**src/rtl/mac_pkg.sv**
```systemverilog
`default_nettype none
// ============================================================================
// mac_pkg : shared pointer-word layout, header size and parser FSM states
// Revision 1.0
// ============================================================================
package mac_pkg;
    localparam int PTR_ERR_BIT = 15;
    localparam int PTR_LEN_MSB = 11;
    localparam int PTR_LEN_W   = 12;
    localparam int ETH_HDR_LEN = 14;
    localparam int DEF_MAX_LEN = 1518;

    typedef enum logic [2:0] {
        IDLE     = 3'd0,
        PTR_WAIT = 3'd1,
        CHECK    = 3'd2,
        HDR      = 3'd3,
        HDR_OUT  = 3'd4,
        PAYLOAD  = 3'd5,
        DROP     = 3'd6
    } mac_state_t;
endpackage
`default_nettype wire

```
**src/rtl/skid_buf2.sv**
```systemverilog
`default_nettype none
// ============================================================================
// skid_buf2 : two-entry buffer with the head entry driven straight from a flop
// Revision 1.0
// ============================================================================
module skid_buf2 #(
    parameter int WIDTH = 10
) (
    input  logic             clk,
    input  logic             rst,
    input  logic             in_valid,
    input  logic [WIDTH-1:0] in_data,
    output logic             out_valid,
    input  logic             out_ready,
    output logic [WIDTH-1:0] out_data,
    output logic [1:0]       level
);
    logic [WIDTH-1:0] tail;
    logic             pop;

    assign out_valid = (level != 2'd0);
    assign pop       = out_valid && out_ready;

    always_ff @(posedge clk or posedge rst) begin
        if (rst) begin
            level    <= 2'd0;
            out_data <= '0;
            tail     <= '0;
        end else begin
            case ({in_valid, pop})
                2'b10: begin
                    if (level == 2'd0) out_data <= in_data;
                    else               tail     <= in_data;
                    if (level != 2'd2) level <= level + 2'd1;
                end
                2'b01: begin
                    out_data <= tail;
                    level    <= level - 2'd1;
                end
                2'b11: begin
                    // Level stays the same; only the entries move.
                    if (level == 2'd2) begin
                        out_data <= tail;
                        tail     <= in_data;
                    end else begin
                        out_data <= in_data;
                    end
                end
                default: ;
            endcase
        end
    end
endmodule
`default_nettype wire

```
**src/rtl/mac_rx_parser.sv**
```systemverilog
`default_nettype none
// ============================================================================
// mac_rx_parser : pops pointer/data FIFOs, emits header descriptor and payload
// Revision 1.0
// ============================================================================
module mac_rx_parser
    import mac_pkg::*;
#(
    parameter int MAX_LEN = DEF_MAX_LEN,
    parameter int MIN_LEN = ETH_HDR_LEN
) (
    input  logic        clk,
    input  logic        rst,
    input  logic        ptr_fifo_empty,
    output logic        ptr_fifo_rd,
    input  logic [15:0] ptr_fifo_din,
    output logic        data_fifo_rd,
    input  logic [7:0]  data_fifo_din,
    output logic        hdr_valid,
    input  logic        hdr_ready,
    output logic [47:0] hdr_da,
    output logic [47:0] hdr_sa,
    output logic [15:0] hdr_type,
    output logic [11:0] hdr_len,
    output logic        out_valid,
    input  logic        out_ready,
    output logic [7:0]  out_data,
    output logic        out_sof,
    output logic        out_eof,
    output logic [15:0] drop_cnt
);
    localparam logic [11:0] MAX_L = 12'(MAX_LEN);
    localparam logic [11:0] MIN_L = 12'(MIN_LEN);
    localparam logic [11:0] HDR_L = 12'(ETH_HDR_LEN);

    mac_state_t             state;
    logic                   armed;
    logic                   ptr_err;
    logic [PTR_LEN_W-1:0]   ptr_len;
    logic [11:0]            rd_cnt;
    logic                   rd_d;
    logic [111:0]           hdr_sr;
    logic                   unused_rsv;
    logic [1:0]             sk_level;
    logic                   sk_push;
    logic                   sk_pop;
    logic [9:0]             sk_din;
    logic [9:0]             sk_dout;
    logic [2:0]             occ;
    logic                   pay_rd;

    // Bits [14:12] of the pointer word carry nothing this block uses.
    assign unused_rsv = ^ptr_fifo_din[14:12];

    // armed keeps the pointer pop low through reset and the cycle after it.
    assign ptr_fifo_rd = armed && (state == IDLE) && !ptr_fifo_empty;

    // Occupancy after this cycle's pop, plus the byte still in flight.
    assign sk_pop = out_valid && out_ready;
    assign occ    = {1'b0, sk_level} + {2'b00, rd_d} - {2'b00, sk_pop};
    assign pay_rd = (state == PAYLOAD) && (rd_cnt < hdr_len) && (occ < 3'd2);

    assign data_fifo_rd = ((state == HDR)  && (rd_cnt < HDR_L))   ||
                          ((state == DROP) && (rd_cnt < ptr_len)) ||
                          pay_rd;

    // rd_cnt already counts the read whose byte is arriving now.
    assign sk_push = (state == PAYLOAD) && rd_d;
    assign sk_din  = {(rd_cnt == hdr_len), (rd_cnt == 12'd1), data_fifo_din};

    assign hdr_da   = hdr_sr[111:64];
    assign hdr_sa   = hdr_sr[63:16];
    assign hdr_type = hdr_sr[15:0];

    assign out_data = sk_dout[7:0];
    assign out_sof  = sk_dout[8];
    assign out_eof  = sk_dout[9];

    skid_buf2 #(
        .WIDTH(10)
    ) u_skid (
        .clk       (clk),
        .rst       (rst),
        .in_valid  (sk_push),
        .in_data   (sk_din),
        .out_valid (out_valid),
        .out_ready (out_ready),
        .out_data  (sk_dout),
        .level     (sk_level)
    );

    always_ff @(posedge clk or posedge rst) begin
        if (rst) begin
            state     <= IDLE;
            armed     <= 1'b0;
            ptr_err   <= 1'b0;
            ptr_len   <= '0;
            rd_cnt    <= '0;
            rd_d      <= 1'b0;
            hdr_sr    <= '0;
            hdr_len   <= '0;
            hdr_valid <= 1'b0;
            drop_cnt  <= '0;
        end else begin
            armed <= 1'b1;
            rd_d  <= data_fifo_rd;
            if (data_fifo_rd) rd_cnt <= rd_cnt + 12'd1;
            case (state)
                IDLE: begin
                    if (ptr_fifo_rd) state <= PTR_WAIT;
                end
                PTR_WAIT: begin
                    ptr_err <= ptr_fifo_din[PTR_ERR_BIT];
                    ptr_len <= ptr_fifo_din[PTR_LEN_MSB:0];
                    state   <= CHECK;
                end
                CHECK: begin
                    rd_cnt <= '0;
                    if (ptr_err || (ptr_len < MIN_L) || (ptr_len > MAX_L)) begin
                        state <= DROP;
                    end else begin
                        hdr_len <= ptr_len - HDR_L;
                        state   <= HDR;
                    end
                end
                HDR: begin
                    if (rd_d) hdr_sr <= {hdr_sr[103:0], data_fifo_din};
                    if (rd_cnt == HDR_L) begin
                        hdr_valid <= 1'b1;
                        state     <= HDR_OUT;
                    end
                end
                HDR_OUT: begin
                    if (hdr_ready) begin
                        hdr_valid <= 1'b0;
                        rd_cnt    <= '0;
                        state     <= (hdr_len != 12'd0) ? PAYLOAD : IDLE;
                    end
                end
                PAYLOAD: begin
                    if (sk_pop && out_eof) state <= IDLE;
                end
                DROP: begin
                    if (rd_cnt == ptr_len) begin
                        if (drop_cnt != 16'hFFFF) drop_cnt <= drop_cnt + 16'd1;
                        state <= IDLE;
                    end
                end
                default: state <= IDLE;
            endcase
        end
    end
endmodule
`default_nettype wire

```
**config.mk**
```make
export PLATFORM = sky130hd
export DESIGN_NAME = mac_rx_parser
export DESIGN_NICKNAME = d
export VERILOG_FILES = /design/src/rtl/mac_pkg.sv /design/src/rtl/skid_buf2.sv /design/src/rtl/mac_rx_parser.sv
export SDC_FILE = /design/constraint.sdc
export NUM_CORES = 1
export LEC_CHECK = 0
export BUFFER_PORTS_ARGS = -buffer_cell sky130_fd_sc_hd__buf_2
export CORE_UTILIZATION = 50
export DETAILED_ROUTE_END_ITERATION = 6
export PLACE_DENSITY = 0.82
export SKIP_LAST_GASP = 1
export SYNTH_ARGS = -nofsm -noshare
export SYNTH_HDL_FRONTEND = slang
export SYNTH_HIERARCHICAL = 1
export SYNTH_SLANG_ARGS = --single-unit
export TNS_END_PERCENT = 1
```
**constraint.sdc**
```tcl
create_clock -name clk -period 17.6 [get_ports clk]
set_input_delay 3.52 -clock clk [delete_from_list [all_inputs] [get_ports clk]]
set_output_delay 3.52 -clock clk [all_outputs]
set_load 0.05 [all_outputs]
```
* Word-level counts from Yosys, hierarchy flattened
Cells that the tools add are included.
Storage, ports and cells: register bits 193, latch bits 0, memory bits (writable) 0, memory bits (read-only) 0, input bits 29, logic and storage cells 104, memories 0
Operators by class: add/sub/neg operators 7, $mul 0, divide/modulo/power cells 0, magnitude comparators 6, equality and inequality tests 25, shift operators 0, muxes and demuxes 22, bitwise logic cells 1, reductions and logical operators 30
Operators by type and width (count):
- $mux 10 | 4
- $pmux 10 s3 | 1
- $eq 12x12->1 | 2
- $lt 12x12->1 | 2
- $lt 12x4->1 const B | 2
- $mux 12 | 2
- $pmux 12 s2 | 1
- $mux 3 | 7
- $pmux 3 s7 | 1
- $pmux 10 s2 | 1
- $add 16x1->16 const B | 1
- $ne 16x16->1 const B | 1
- $add 12x1->12 const B | 1
- $eq 12x1->1 const B | 1
- $eq 12x4->1 const B | 1
- $gt 12x11->1 const B | 1
- $ne 2x1->1 const B | 6
- $reduce_bool 12->1 | 1
- $sub 12x4->12 const B | 1
- $eq 3x3->1 const B | 3
- $logic_and 1x1->1 | 9
- $reduce_and 3->1 | 3
- $ne 2x2->1 const B | 4
- $reduce_and 2->1 | 4
- 21 further kinds | 31

* Longest topological paths before layout
Gate-level depths: netlist (run 1).
word-level depth 9, depth in mapped cells 17, depth with buffers taken out 14

* By module
Netlist (run 1), hierarchy kept.
By module, submodules not included:
- mac_rx_parser | instances 1, cells an instance 625, area each 7780.0 um^2, sequential area each 4279.1 um^2
- skid_buf2 | instances 1, cells an instance 86, area each 1044.8 um^2, sequential area each 550.5 um^2

* Worst setup path after synthesis (run 1)
OpenSTA, ideal clock, no wires.
kind in2out, start point in out_ready, end point out data_fifo_rd, arrival 5719 ps, required time 14080 ps, setup slack 8361 ps, stages 11, buffers on the path 1, cell sequence and2_1 ha_1 nand2b_1 fa_1 xor2_1 a2111oi_4 o21ai_2 o32ai_2 a41oi_2 inv_2 buf_6
On the way: longest elaborated chain between the ends 5
RTL lines:
- start, declared | RTL line mac_rx_parser.sv:26 | input logic out_ready,
- $logic_and 1x1->1 | RTL line mac_rx_parser.sv:59 | assign sk_pop = out_valid && out_ready;
- $sub 3x1->3 | RTL line mac_rx_parser.sv:60 | assign occ = {1'b0, sk_level} + {2'b00, rd_d} - {2'b00, sk_pop};
- $lt 3x2->1 | RTL line mac_rx_parser.sv:61 | assign pay_rd = (state == PAYLOAD) && (rd_cnt < hdr_len) && (occ < 3'd2);
- $logic_and 1x1->1 | RTL line mac_rx_parser.sv:61
- $logic_or 1x1->1 | RTL line mac_rx_parser.sv:64 | ((state == DROP) && (rd_cnt < ptr_len)) ||
- end, declared | RTL line mac_rx_parser.sv:17 | output logic data_fifo_rd,
Every way passes these cells.

* Worst setup path after layout (run 1)
Same ends and word-level chain as after synthesis.

==> results of run 1 <==
worst max-delay path, stage by stage:
cell       delay, ns
buf_2           0.13
and2_1          0.16
ha_1            0.27
nand2b_1        0.15
fa_1            0.38
xor2_1          0.20
a2111oi_4       0.36
o21ai_2         0.10
o32ai_2         0.28
a41oi_2         0.13
inv_2           0.28
buf_2           0.32
cell usage after synthesis (all sizes together) (15+ instances only):
master and n:
mux2 128, buf 19, nand4 15, nand2 44, inv 34, o21ai 24
nor2 34, a21oi 24, dfrtp 193, xnor2 15, ha 30, nand3 15
mux2i 16
state kept, by name (all words and copies together) (netlist names), 2 cells and up:
register and cells:
drop_cnt 16, hdr_len 12, state 3, rd_cnt 12, u_skid/tail 10, u_skid/out_data 10, u_skid/level 2, ptr_len 12
hdr_sr 112
area by class of cell:
class                      instances  share of cell area [%]
antenna                            1                 0.02374
clock buffer                      17                   4.035
clock inverter                    15                   2.053
inverter                          34                   1.258
multi-input combinational        457                   35.37
sequential                       193                   45.81
tap                              225                   2.670
timing repair buffer             183                   8.782
through the flow:
| step | util, % | total power [uW] | hold slack (ns) | instances |
|---|---|---|---|---|
| floorplan | - | 1042 | 0.4696 | 711 |
| global placement | 57.43 | 1158 | 0.4753 | 1092 |
| detailed placement | 57.43 | 1176 | 0.4783 | 1092 |
| CTS | 61.15 | 1595 | 0.4897 | 1124 |
| global route | 61.15 | 1670 | 0.5104 | 1124 |
| finish | 61.16 | 1589 | 0.4903 | 1125 |
worst paths after layout:
kind,start,end,slack [ns]
min in group asynchronous,rst,u_skid/tail[3],3.29
hold reg to reg,drop_cnt[10],drop_cnt[10],0.49
max in group asynchronous,rst,hdr_sr[91],12.93
hold / removal,drop_cnt[10],drop_cnt[10],0.49
setup / recovery,out_ready,data_fifo_rd,7.78
setup reg to reg,u_skid/level[1],rd_cnt[9],13.88
per-layer routing:
metal	part of all wire [%]	vias up	GRT usage (%)
met5	0	-	0
met1	44	3033	29.78
li1	-	2890	-
met2	47	162	34.16
met3	5.9	36	6.006
met4	2.7	0	9.301
kinds of logic (layout without fill, tap and decap cells):
kind of cell / after synthesis / count (layout) / synth area share, %
other cells: 1 / 2 / 0.04249
xor+xnor: 26 / 26 / 2.580
mux: 144 / 144 / 18.15
compound gates: 87 / 87 / 6.905
buf+inv: 61 / 249 / 3.077
flops: 193 / 193 / 54.73
simple gates: 168 / 168 / 10.04
fa+ha+maj: 31 / 31 / 4.480
power breakdown:
group	switching [uW]	total, uW	internal [uW]
Combinational	386	562	176
Clock	184	416	232
Sequential	88.1	610	522
Total	659	1590	930
==> impl_metrics.ini, run 1 <==
[status]
outcome = finished clean

[floorplanning]
dieArea_um2 = 18180
fp.dieH_um = 134.9
num_rows = 48
initial_utilization_pct = 51.20
boundaryPins = 183
die_x_um = 134.9
core_area_um2 = 17240

[finish]
regArea_um2 = 4830
syn2layout_area_growth_pct = 19.47
fillers = 1331
layout_common_cells = 193 x dfrtp_1, 179 x buf_2, 125 x mux2_2
drive_gt1_share_pct = 39.60
final_nets = 946
multi_input_area_um2 = 3729
postLayoutCellArea_um2 = 10540
layout_commonest_cell = dfrtp_1

[sta]
slew_violations = 0
fin_setup_tns_ns = 0
setup_violations = 0
rsz0062_at_grt = no
relSlewSlack_pct = 16.00
fmaxAchievable_mhz = 101.8
skew_ns = 0.01099
timing.final.ws_setup_ns = 7.781
finalCriticalPeriod_ns = 9.819
tightestPinTransition_ns = 1.255
hold_viol_final = 0
period_share_pct = 55.79

[cts]
cts_root_buf = clkbuf_16
numCtsBuffers = 17
cts_tree = done
postCtsResizedCells = 0
clk_pin_slew_ns = 0.07
cts_setup_buffers = 0
htreeDepth = 4
cts.path.max_buffers = 2
insertion_delay_ns = 0.44
cts_sinks = 193
ctsHoldBuffers = 0

[hold_path]
whs_path_depth = 1
hold_path.class = register to register

[routing]
wl_per_cell_um = 17.09
avgViaCountPerCell = 5.441
first_pass_iters = 5
drt_iter0_drc = 321
drc = 0
drtAntennaViolNets = 0
vias = 6121
drt_wl_total_mm = 19.23

[run]
maxCapViolCount = 0

[critical_path]
cp_max_fo = 15
critPathLaunchType = input port
cp.required_ns = 14.08
worstSetupPathType = input port to output pin
r2r_cells = 14
crit_arrival_ns = 6.30
endpoint_kind = output pin

[place]
routabilityCongestion = 0.8293
dp_hpwl_mm = 13.73
pre_cts_slack_ns = 7.799
dpl_cell_area_um2 = 9898
numPortBuffers = 179

[global_routing]
grt_usage_pct = 22.22
grt_pass1_vias = 5981
grt_max_degree = 112
grt_pass1_wl_mm = 31.24
antenna_found_initial = 1
grt_remaining_overflow = 0

[logic_synthesis]
synthFlopType = dfrtp_1
synth.avg_cell_area_um2 = 12.41
ys_warn_count = 6
yosysSeqAreaShare_pct = 54.73
syn_area_um2 = 8825
async_flop_share_pct = 100.0
synth_top_area_cell = dfrtp_1
synth_nets = 771
synth_cell_types = 65
synth_edf_count = 0
synth-seq-cells = 193
syn_inst = 711
synth_top_area_share_pct = 54.73
ys_top_cells_by_area = dfrtp_1 55%, mux2_2 16%, ha_1 4.3%

[power_and_ir_drop]
leakagePower_uw = 0.005635
max-vdd-ir-drop_v = 0.0001215
pwr_density_cell_nw_per_um2 = 150.7
(Power assumes the default switching activity.)
==> inputs of run 2 (changes only) <==
==> constraint.sdc (replaced) <==
create_clock -name clk -period 10.28 [get_ports clk]
set_input_delay 2.056 -clock clk [delete_from_list [all_inputs] [get_ports clk]]
set_output_delay 2.056 -clock clk [all_outputs]
set_load 0.05 [all_outputs]
==> impl_metrics.ini, run 2 (synthesis results as in run 1) <==
[status]
outcome = finished clean

[power_and_ir_drop]
p_sw_share_pct = 42.47
switching_power_uw = 1121
power_uw = 2639
max-vdd-ir-drop_v = 0.0002095
power_frac_clock_pct = 23.9
seqPwrFrac_pct = 39.6
internal_power_uw = 1518
power_frac_comb_pct = 36.6
pwr_density_cell_nw_per_um2 = 251.9
leakagePower_uw = 0.005594

[cts]
htreeDepth = 4
postCtsResizedCells = 0
numCtsBuffers = 17
cts.path.max_buffers = 2
cts_tree = done
ctsHoldBuffers = 0
clk_pin_slew_ns = 0.07
insertion_delay_ns = 0.44
cts_root_buf = clkbuf_16
cts_setup_buffers = 0
cts_sinks = 193

[critical_path]
r2r-start = u_skid/level[1]
critPathLaunchType = input port
reg2reg_slack_ns = 6.48
r2r_cells = 14
endpoint_kind = output pin
crit_arrival_ns = 4.87
worstSetupPathType = input port to output pin
rr_endpoint = rd_cnt[9]
cp.required_ns = 8.22
cp_max_fo = 15

[global_routing]
gr-usage-met1_pct = 28.68
use_met2_pct = 34.39
antenna_found_initial = 1
grt_pass1_wl_mm = 30.68
busiest_layer = met2
grt_pass1_vias = 5933
grt_max_degree = 113
grt_usage_pct = 21.85
gr-usage-met3_pct = 5.405
grt_remaining_overflow = 0

[routing]
drt_wl_total_mm = 18.98
drtAntennaViolNets = 0
vias = 6057
first_pass_iters = 4
drc = 0
wl_per_cell_um = 16.87
avgViaCountPerCell = 5.384
drt_iter0_drc = 349

[floorplanning]
num_rows = 48
initial_utilization_pct = 51.20
core_area_um2 = 17240
boundaryPins = 183
die_x_um = 134.9
dieArea_um2 = 18180
fp.dieH_um = 134.9

[hold_path]
hold_path_end = drop_cnt[15]
hold_path.class = register to register
whs_path_depth = 1
hold_path.startpoint = drop_cnt[15]

[finish]
fillers = 1347
fin_util_pct = 60.78
final_nets = 946
postLayoutCellArea_um2 = 10480
layout_commonest_cell = dfrtp_1
top_regs = hdr_sr: 112 flops, drop_cnt: 16 flops
largest_register_ffs = 112
drive_gt1_share_pct = 39.49
layout_common_cells = 193 x dfrtp_1, 179 x buf_2, 125 x mux2_2
regArea_um2 = 4830
top_register = hdr_sr
syn2layout_area_growth_pct = 18.72
multi_input_area_um2 = 3729

[sta]
rsz0062_at_grt = no
skew_ns = 0.02195
slew_violations = 0
hold_viol_final = 0
relSlewSlack_pct = 18.92
period_share_pct = 67.41
setup_violations = 0
finalCriticalPeriod_ns = 6.930
fmaxAchievable_mhz = 144.3
fin_setup_tns_ns = 0
tightestPinTransition_ns = 1.212
timing.hold.ws_ns = 0.4972

[run]
maxCapViolCount = 0

[place]
dpl_cell_area_um2 = 9898
dp_hpwl_mm = 13.70
numPortBuffers = 179
routabilityCongestion = 0.8357
## run 2: how the worst max path moves through the flow
stage                          from      endpoint  slack, ns  cells after the start
final                     out_ready  data_fifo_rd       3.35                     12
after floorplan                 rst         armed       3.59                      1
after global placement    out_ready  data_fifo_rd       3.44                     12
after CTS                 out_ready  data_fifo_rd       3.36                     12
after global routing      out_ready  data_fifo_rd       3.23                     12
after detailed placement  out_ready  data_fifo_rd       3.38                     12
## run 2: area by class of cell
cell class                      count  area share (%)
Antenna cell                        1         0.02389
Clock buffer                       18           4.097
Clock inverter                     14           1.397
Inverter                           34           1.266
Multi-Input combinational cell    457           35.59
Sequential cell                   193           46.10
Tap cell                          225           2.687
Timing Repair Buffer              183           8.838
## run 2: stage by stage
step,setup WS (ns),cells
4_1_cts,3.355,1124
3_5_place_dp,3.376,1092
3_3_place_gp,3.442,1092
6_report,3.350,1125
5_1_grt,3.227,1124
2_1_floorplan,3.592,711
## run 2: worst max-delay path, cell delays in order
cell	delay, ns
buf_2	0.13
and2_1	0.16
ha_1	0.27
nand2b_1	0.17
fa_1	0.39
xor2_1	0.20
a2111oi_4	0.37
o21ai_2	0.10
o32ai_2	0.29
a41oi_2	0.13
inv_2	0.28
buf_2	0.31
## run 2: routing by layer
| metal | up-vias | share of wire [%] |
|---|---|---|
| met4 | 0 | 2.3 |
| met3 | 24 | 6.3 |
| met2 | 159 | 48 |
| li1 | 2902 | - |
| met1 | 2972 | 44 |
| met5 | - | 0 |
## run 2: power groups by stage
stage / registers (uW) / logic [uW] / clock network, uW
after CTS: 1040 / 968 / 646
after global placement: 1050 / 938 / 0
final: 1040 / 965 / 631
after floorplan: 1310 / 470 / 0
after detailed placement: 1050 / 964 / 0
after global routing: 1060 / 1040 / 674
==> inputs of run 3 (changes only) <==
--- a/config.mk
+++ b/config.mk
@@ -5,10 +5,11 @@
 export SDC_FILE = /design/constraint.sdc
 export NUM_CORES = 1
 export LEC_CHECK = 0
+export ABC_AREA = 1
 export BUFFER_PORTS_ARGS = -buffer_cell sky130_fd_sc_hd__buf_2
 export CORE_UTILIZATION = 50
 export DETAILED_ROUTE_END_ITERATION = 6
-export PLACE_DENSITY = 0.82
+export PLACE_DENSITY = 0.84
 export SKIP_LAST_GASP = 1
 export SYNTH_ARGS = -nofsm -noshare
 export SYNTH_HDL_FRONTEND = slang
==> constraint.sdc (replaced) <==
create_clock -name clk -period 5.9 [get_ports clk]
set_input_delay 1.18 -clock clk [delete_from_list [all_inputs] [get_ports clk]]
set_output_delay 1.18 -clock clk [all_outputs]
set_load 0.05 [all_outputs]
==> impl_metrics.ini, run 3 <==
[status]
outcome = finished clean

[run]
maxCapViolCount = 0

[sta]
slew_violations = 0
fmaxAchievable_mhz = 205.1
hold_viol_final = 0
relSlewSlack_pct = 32.83
setup_violations = 0
tightestPinTransition_ns = 1.008
fin_setup_tns_ns = 0
timing.hold.ws_ns = 0.4850
rsz0062_at_grt = no
period_share_pct = 82.66
skew_ns = 0.01976
finalCriticalPeriod_ns = 4.877

[logic_synthesis]
synthAdderAreaFrac_pct = 4.321
synth_top_area_cell = dfrtp_1
yosysSeqAreaShare_pct = 52.78
muxShareOfSynthArea_pct = 0.6153
synthSimpleGateAreaFrac_pct = 21.55
synth-seq-cells = 193
synth_compound_area_share_pct = 10.13
synth_top_area_share_pct = 52.78
async_flop_share_pct = 100.0
syn_area_um2 = 9150
yosys-top-cells-count = 231 x nand2_1, 193 x dfrtp_1, 151 x inv_1, 134 x nor2_1, 81 x a21oi_1
synth_top_family_by_area = simple AND/OR/NAND/NOR gates
synthFlopType = dfrtp_1
synth_cell_types = 36
synth_nets = 1154
synth_edf_count = 0
synth.avg_cell_area_um2 = 8.364
syn_inst = 1094
synth_most_common_cell = nand2_1
synth_xor_area_share_pct = 1.914
ys_top_cells_by_area = dfrtp_1 53%, nand2_1 9.5%, inv_1 6.2%
ys_warn_count = 6

[place]
routabilityCongestion = 0.8776
dp_hpwl_mm = 14.90
numPortBuffers = 179
dp_cells = 1468

[critical_path]
endpoint_kind = output pin
cp.required_ns = 4.72
path_cells = buf_2 -> nand2_1 -> inv_1 -> ha_1 -> or2_2 -> fa_1 -> nand2_1 -> nor2_1 -> nand3_1 -> nor2_1 -> nand3_1 -> nand3_2 -> buf_2
reg2reg_slack_ns = 2.78
crit_slowest_cell = fa_1
crit_arrival_ns = 3.70
timing.critical_path.slowest_cell_delay_ns = 0.49
cp_max_fo = 18
critPathLaunchType = input port
r2r_cells = 16
rr_endpoint = rd_cnt[9]
r2r-start = u_skid/level[1]
cp_num_buf_inv = 3
critPathTopFamily = simple AND/OR/NAND/NOR gates
worstSetupPathDepth = 13
worstSetupPathType = input port to output pin

[routing]
drtAntennaViolNets = 0
drc = 0
vias = 7567
first_pass_iters = 4
avgViaCountPerCell = 5.048
drt_iter0_drc = 310
wl_per_cell_um = 13.84
drt_wl_total_mm = 20.75

[finish]
top_regs = hdr_sr: 112 flops, drop_cnt: 16 flops
syn2layout_area_growth_pct = 17.49
multi_input_area_um2 = 3537
layout.cells.non_filler = 1499
layout_common_cells = 230 x nand2_1, 193 x dfrtp_1, 179 x buf_2
drive_gt1_share_pct = 19.29
n_antenna_cell = 0
regArea_um2 = 4830
layout_commonest_cell = nand2_1
final_nets = 1318
largest_register_ffs = 112
fillers = 1550
top_register = hdr_sr

[hold_path]
hold_path_end = u_skid/out_data[0]
hold_path.class = register to register
hold_path.startpoint = u_skid/out_data[0]
whs_path_depth = 2

[global_routing]
gr-usage-met3_pct = 5.004
grt_pass1_vias = 7071
busiest_layer = met2
grt_pass1_wl_mm = 33.35
gr-usage-met1_pct = 28.35
grt_remaining_overflow = 0
grt_max_degree = 114
grt_usage_pct = 22.66
antenna_found_initial = 0
use_met2_pct = 38.41

[floorplanning]
boundaryPins = 183
initial_utilization_pct = 50.94
die_x_um = 137.3
fp.dieH_um = 137.3
dieArea_um2 = 18840
num_rows = 49
core_area_um2 = 17960

[cts]
numCtsBuffers = 17
clk_pin_slew_ns = 0.07
cts_sinks = 193
cts_setup_buffers = 0
ctsHoldBuffers = 0
insertion_delay_ns = 0.44
cts_tree = done
cts_root_buf = clkbuf_16
postCtsResizedCells = 0
htreeDepth = 4
cts.path.max_buffers = 2

[power_and_ir_drop]
max-vdd-ir-drop_v = 0.0004874
p_sw_share_pct = 51.87
power_uw = 6420
power_frac_clock_pct = 17.5
leakagePower_uw = 0.005930
internal_power_uw = 3090
pwr_density_cell_nw_per_um2 = 597.2
power_frac_comb_pct = 48.4
switching_power_uw = 3330
seqPwrFrac_pct = 34.1
==> run 3: cell types whose count changed after synthesis, moves of 7 or more <==
| cell | delta |
|---|---|
| a21oi_1 | +57 |
| and3_1 | -13 |
| clkbuf_1 | +9 |
| inv_1 | +119 |
| mux2_2 | -120 |
| mux2i_1 | -16 |
| nand2_1 | +187 |
| nand2b_1 | -9 |
| nand3_1 | +31 |
| nor2_1 | +102 |
| nor3_1 | +7 |
| o21ai_0 | +35 |
| o21ai_1 | +34 |
| xnor2_1 | -11 |
==> run 3: power by group through the flow <==
stage               clock network [uW]  registers, uW  logic [uW]
floorplan                            0           3530        1010
detailed placement                   0           2210        3100
global route                      1200           2260        3390
CTS                               1150           2190        3120
global placement                     0           2190        3030
finish                            1120           2190        3110
==> run 3: per-stage QoR <==
step | area (um^2) | setup WS [ns] | util (%)
after detailed placement | 10180 | 1.044 | 56.66
after global routing | 10750 | 0.7954 | 59.85
after global placement | 10180 | 1.075 | 56.66
final | 10750 | 1.023 | 59.85
after CTS | 10750 | 1.042 | 59.85
after floorplan | 9150 | 0.08821 | -
==> run 3: routing by layer <==
| layer | part of all wire, % | routed length, um |
|---|---|---|
| met1 | 44 | 9170 |
| met2 | 48 | 10020 |
| met3 | 5.5 | 1150 |
| met4 | 2.0 | 408 |
| met5 | 0 | 0 |
==> run 3: logic make-up (layout without fill, tap and decap cells) <==
group	count (synthesis)	in the layout
simple gates	467	467
fa+ha+maj	31	31
mux	5	5
buf+inv	196	372
flops	193	193
xor+xnor	20	20
compound gates	181	181
other cells	1	1
==> run 3: how the worst max path moves through the flow <==
stage,startpoint,to,slack (ns)
3_3_place_gp,out_ready,data_fifo_rd,1.08
2_1_floorplan,rst,armed,0.09
5_1_grt,out_ready,data_fifo_rd,0.80
3_5_place_dp,out_ready,data_fifo_rd,1.04
4_1_cts,out_ready,data_fifo_rd,1.04
6_report,out_ready,data_fifo_rd,1.02
==> run 3: cell type report <==
class                   count  area share (%)
clock buffers              17           3.957
clock inverters            14           1.373
flip-flops and latches    193           44.93
inverters                 158           5.563
repair buffers            183           8.613
multi-input cells         705           32.90
well taps                 229           2.665
==> run 3: tightest hold or removal path, stage by stage, from the launching register on <==
cell and delay [ns]:
dfrtp_1 0.34, nand2_1 0.05, nand2_1 0.06
